<file path="config.mk">
export PLATFORM = sky130hd
export DESIGN_NAME = kernel3_fifo_srl_ctrl
export DESIGN_NICKNAME = d
export VERILOG_FILES = /design/src/rtl/kernel3_fifo_srl_ctrl.sv
export SDC_FILE = /design/constraint.sdc
export NUM_CORES = 1
export LEC_CHECK = 0
export ABC_CLOCK_PERIOD_IN_PS = 25300
export CAP_MARGIN = 10
export CORE_ASPECT_RATIO = 0.75
export CORE_UTILIZATION = 25
export CTS_CLUSTER_DIAMETER = 30
export CTS_CLUSTER_SIZE = 30
export DETAILED_ROUTE_END_ITERATION = 7
export DONT_BUFFER_PORTS = 1
export HOLD_SLACK_MARGIN = 0.05
export SETUP_SLACK_MARGIN = 0.3
export SYNTH_ARGS = -nofsm -noshare
export SYNTH_HDL_FRONTEND = slang
export SYNTH_SLANG_ARGS = --single-unit
export TNS_END_PERCENT = 100
</file>
<file path="constraint.sdc">
create_clock -name clk -period 25.3 [get_ports clk]
set_clock_uncertainty 0.15 [all_clocks]
set_input_delay 5.06 -clock clk [delete_from_list [all_inputs] [get_ports clk]]
set_output_delay 5.06 -clock clk [all_outputs]
set_load 0.03 [all_outputs]
</file>
<file path="src/rtl/kernel3_fifo_srl_ctrl.sv">
// ---------------------------------------------------------------------------
// kernel3_fifo_srl_ctrl
// First-word-fall-through FIFO for kernel3 inter-task streams. Payload is held
// in a shift-register array (maps to SRL primitives); the head word is read at
// index count-1. The control block provides full/empty handshakes, an
// occupancy count and programmable almost-full / almost-empty flags. All flags
// are registered from the next-state count, so no input reaches a flag
// combinationally.
//
// Optional feature (macro KERNEL3_FIFO_OREG_EN):
//   Adds a one-entry registered output stage after the array. Capacity becomes
//   DEPTH+1, if_dout comes from a flop, if_full_n tracks array fullness only,
//   if_num_data_valid counts array plus stage. Write-to-if_empty_n latency is
//   2 cycles (1 cycle without the stage).
//
// Ports:
//   clk                in   sole clock, rising edge
//   reset              in   synchronous reset, active-high
//   if_full_n          out  space available
//   if_write_ce        in   write clock-enable
//   if_write           in   write request
//   if_din             in   write data
//   if_empty_n         out  data available
//   if_read_ce         in   read clock-enable
//   if_read            in   read request (acknowledges if_dout)
//   if_dout            out  head-of-queue data
//   if_num_data_valid  out  current occupancy
//   if_almost_full     out  count >= AFULL_LEVEL
//   if_almost_empty    out  count <= AEMPTY_LEVEL
// ---------------------------------------------------------------------------
module kernel3_fifo_srl_ctrl #(
  parameter int DATA_WIDTH   = 32,
  parameter int ADDR_WIDTH   = 4,
  parameter int DEPTH        = 16,
  parameter int AFULL_LEVEL  = 14,
  parameter int AEMPTY_LEVEL = 2
) (
  input  logic                  clk,
  input  logic                  reset,
  output logic                  if_full_n,
  input  logic                  if_write_ce,
  input  logic                  if_write,
  input  logic [DATA_WIDTH-1:0] if_din,
  output logic                  if_empty_n,
  input  logic                  if_read_ce,
  input  logic                  if_read,
  output logic [DATA_WIDTH-1:0] if_dout,
  output logic [ADDR_WIDTH:0]   if_num_data_valid,
  output logic                  if_almost_full,
  output logic                  if_almost_empty
);

  localparam int CW = ADDR_WIDTH + 1;

  // Storage (never reset)
  logic [DATA_WIDTH-1:0] mem_q [DEPTH];

  // Control state
  logic [CW-1:0]         arr_cnt_q, arr_cnt_d;
  logic [CW-1:0]         total_q, total_d;
  logic                  full_n_q, empty_n_q;
  logic                  afull_q, aempty_q;
  logic                  empty_n_d;

  logic                  push, pop, arr_pop;
  logic [ADDR_WIDTH-1:0] rd_idx;
  logic [DATA_WIDTH-1:0] arr_head;

  assign push     = if_write & if_write_ce & full_n_q;
  // Head of the array sits at the oldest entry, count-1.
  assign rd_idx   = arr_cnt_q[ADDR_WIDTH-1:0] - 1'b1;
  assign arr_head = mem_q[rd_idx];

  always_ff @(posedge clk) begin
    if (push) begin
      for (int unsigned i = 1; i < DEPTH; i++) begin
        mem_q[i] <= mem_q[i-1];
      end
      mem_q[0] <= if_din;
    end
  end

`ifdef KERNEL3_FIFO_OREG_EN
  logic                  ov_q, ov_d;
  logic [DATA_WIDTH-1:0] dout_q;
  logic                  stage_ld;

  // External pop acknowledges the stage; the stage refills from the array
  // whenever it is empty or being emptied this cycle.
  assign pop      = if_read & if_read_ce & ov_q;
  assign stage_ld = (arr_cnt_q != '0) & (~ov_q | pop);
  assign arr_pop  = stage_ld;

  always_comb begin
    ov_d = ov_q;
    if (stage_ld) begin
      ov_d = 1'b1;
    end else if (pop) begin
      ov_d = 1'b0;
    end
  end

  always_ff @(posedge clk) begin
    if (reset) begin
      ov_q   <= 1'b0;
      dout_q <= '0;
    end else begin
      ov_q <= ov_d;
      if (stage_ld) begin
        dout_q <= arr_head;
      end
    end
  end

  assign if_dout   = dout_q;
  assign total_d   = arr_cnt_d + {{(CW-1){1'b0}}, ov_d};
  assign empty_n_d = ov_d;
`else
  assign pop       = if_read & if_read_ce & empty_n_q;
  assign arr_pop   = pop;
  assign if_dout   = arr_head;
  assign total_d   = arr_cnt_d;
  assign empty_n_d = (total_d != '0);
`endif

  always_comb begin
    arr_cnt_d = arr_cnt_q;
    unique case ({push, arr_pop})
      2'b10:   arr_cnt_d = arr_cnt_q + 1'b1;
      2'b01:   arr_cnt_d = arr_cnt_q - 1'b1;
      default: arr_cnt_d = arr_cnt_q;
    endcase
  end

  always_ff @(posedge clk) begin
    if (reset) begin
      arr_cnt_q <= '0;
      total_q   <= '0;
      full_n_q  <= 1'b0;
      empty_n_q <= 1'b0;
      afull_q   <= 1'b0;
      aempty_q  <= 1'b1;
    end else begin
      arr_cnt_q <= arr_cnt_d;
      total_q   <= total_d;
      full_n_q  <= (arr_cnt_d != CW'(DEPTH));
      empty_n_q <= empty_n_d;
      afull_q   <= (total_d >= CW'(AFULL_LEVEL));
      aempty_q  <= (total_d <= CW'(AEMPTY_LEVEL));
    end
  end

  assign if_full_n         = full_n_q;
  assign if_empty_n        = empty_n_q;
  assign if_almost_full    = afull_q;
  assign if_almost_empty   = aempty_q;
  assign if_num_data_valid = total_q;

endmodule

</file>
==> flow_summary.ini <==
[pwr]
intPower_mw = 1.836
p_seq_share_pct = 40.8
power.switching_mw = 0.5767
comb_power_share_pct = 7.3
swShare_pct = 23.90
powerDensity_mw_per_mm2 = 99.74
power_mw = 2.413
vdd_drop_max_mv = 0.04957
pwr-share-clk_pct = 51.9
p_leak_nw = 7.418

[placed_design]
gp_congestion = 0.6987
port_buffers = 0
place_hpwl_mm = 18.56

[critical_path]
crit_path_start = if_num_data_valid[1]
rrSetupSlack_ns = 21.39
worstRegToRegCells = 4
slowest_delay_ns = 0.78
arrival_ns = 4.19
crit_fanout = 53
end_kind = output port
crit_path_frequent_cell = mux4_2
crit_slowest_cell = dfxtp_1
path_class = flop to output port
cp-start-kind = flop
r2r-end = mem_q[7][20]
timing.rr.start = if_full_n
cp.required_ns = 20.09
crit_end = if_dout[30]
crit_path_cell_trace = inv_1 > ha_4 > buf_4 > mux4_2 > mux4_2

[die]
fp.coreArea_mm2 = 0.07762
fp.dieH_um = 245.6
rows = 88
fp.dieW_um = 326.8
initial_core_util_pct = 25.48
dieArea_mm2 = 0.08024
ioPinCount = 79

[yosys]
synth.distinct_cells = 31
yosysWarnings = 0
synth_seq_area_share_pct = 78.66
syn-cell-area_mm2 = 0.01978
synthFlopType = edfxtp_1
async_flop_share_pct = 0
netlist_instances = 775
ys_seq_elements = 521
yosys.area.top_type_share_pct = 77.75
synth-edff-count = 512
synth.avg_cell_area_um2 = 25.52
yosys.area.top_type = edfxtp_1
ys_top_cells_by_area = edfxtp_1 78%, mux4_2 18%, dfxtp_1 0.91%, buf_6 0.46%, clkbuf_1 0.40%
syn-num-nets = 817

[global_routing]
grt_pass1_wl_mm = 54.73
grtUsageTotal_pct = 8.835
grt-busiest-layer = met1
globalRouteOverflowTotal = 0
grt_util_met3_pct = 3.614
met1_usage_pct = 12.36
grt_antenna_before_repair = 4
met2_usage_pct = 11.70
grt_max_degree = 190
grt_pass1_vias = 8995

[route]
dr.pass1.iters = 4
drcViolationCount = 0
first_iter_violations = 844
routed_via_density = 4.207
drtAntennaViolNets = 0
wl_mm = 34.30
routedWlPerCell_um = 17.52
route.vias.total = 8237

[finish]
area_growth_pct = 22.33
multi_input_area_mm2 = 0.004004
layout_common_cells = 512 x edfxtp_1, 160 x mux4_2, 96 x clkbuf_16, 19 x inv_6
n_fill_cell = 7322
fin_nets = 884
drive_above_1_share_pct = 36.48
regArea_mm2 = 0.01556
layout_commonest_cell = edfxtp_1

[clock_network]
cts_buffer_depth = 3
cts_sinks = 521
cts-root-buf = clkbuf_16
tritoncts = done
postCtsSetupBuffers = 0
holdBufCountCts = 0
clk_latency_ns = 0.62
cts_made_buffers = 95
path_clk_slew_ns = 0.06
htreeDepth = 3
ctsResizeCount = 0

[sta]
maxSlewViolCount = 0
fin_crit_sh_pct = 37.14
setup_tns_ns = 0
hold_viol = 0
relSlewSlack_pct = 19.18
clock.fmax_mhz = 106.4
rsz0062_at_grt = no
worst_pin_slew_ns = 1.212
layout_min_cycle_time_ns = 9.396
finalSetupViolCount = 0

[run]
cap_viol_max_count = 0

[outcome]
status = completed

[min_path]
min_path_type = flop to flop
## power groups by stage
stage	Clock, mW	Combinational, mW	Sequential (mW)
after floorplan	0	0.147	1.01
after global placement	0	0.180	0.998
after detailed placement	0	0.182	1.00
after CTS	1.29	0.182	0.984
after global routing	1.33	0.189	0.986
final	1.25	0.177	0.984
## registers in the layout, summed over array words and instances, names as in the netlist
register           count
if_num_data_valid      5
if_almost_empty        1
if_full_n              1
if_almost_full         1
if_empty_n             1
mem_q                512
## routing by layer
layer	vias to the layer above	part of all wire (%)
met5	-	0.038
met1	4376	46
met4	2	3.4
met2	211	42
li1	3567	-
met3	81	8.7
## cells in the mapped netlist (2+ instances only)
library cell and number:
mux4_2 160, inv_1 6, buf_6 8, dfxtp_1 9, nor3b_1 2, nor2_1 6
ha_1 4, xnor2_1 3, o21ai_0 3, a21oi_1 3, xor2_1 4, nand3_1 3
xnor2_2 2, a31oi_1 3, clkbuf_1 21, edfxtp_1 512, buf_2 12
## area by class of cell
type | instances | share of cell area (%)
diodes | 2 | 0.02069
clock buffers | 103 | 10.04
clock inverters | 73 | 3.202
inverters | 6 | 0.1241
multi-input cells | 207 | 16.55
flip-flops and latches | 521 | 64.32
well taps | 1035 | 5.353
repair buffers | 11 | 0.3931
## logic make-up (layout without fill, tap and decap cells)
kind of cell	Yosys count	after routing	synth area share, %
compound gates	16	16	0.5631
xor+xnor	9	9	0.4745
fa+ha+maj	4	4	0.2531
buf+inv	47	193	1.272
flops	521	521	78.66
mux	161	161	18.27
other cells	0	2	0
simple gates	17	17	0.5062
## worst max-delay path: cells and delay by family (launching register included)
kind	cells	cell delay, ns
adder cells (fa/ha/maj)	1	0.69
buffers and inverters	2	0.91
flip-flops	1	0.78
multiplexers	2	1.05
## worst min-delay path by stage
stage                             start       endpoint  slack [ns]  depth (start not counted)
after floorplan             mem_q[9][0]   mem_q[10][0]        0.27                          0
after global placement     mem_q[12][0]   mem_q[13][0]        0.27                          0
after detailed placement  mem_q[13][20]  mem_q[14][20]        0.28                          0
after CTS                 mem_q[11][27]  mem_q[12][27]        0.28                          0
after global routing        mem_q[1][2]    mem_q[2][2]        0.30                          0
final                      mem_q[4][31]   mem_q[5][31]        0.28                          0
## metrics by stage
stage / cell area, um^2 / setup slack (ns) / hold slack [ns] / utilization, % / instances
6_report: 24190 / 15.90 / 0.2824 / 31.16 / 1958
5_1_grt: 24190 / 15.69 / 0.2976 / 31.16 / 1956
4_1_cts: 24190 / 15.80 / 0.2834 / 31.16 / 1956
3_5_place_dp: 20980 / 16.51 / 0.2779 / 27.03 / 1780
3_3_place_gp: 20980 / 16.51 / 0.2727 / 27.03 / 1780
2_1_floorplan: 19780 / 9.290 / 0.2707 / - / 775
Power figures use the tool's default switching activity.
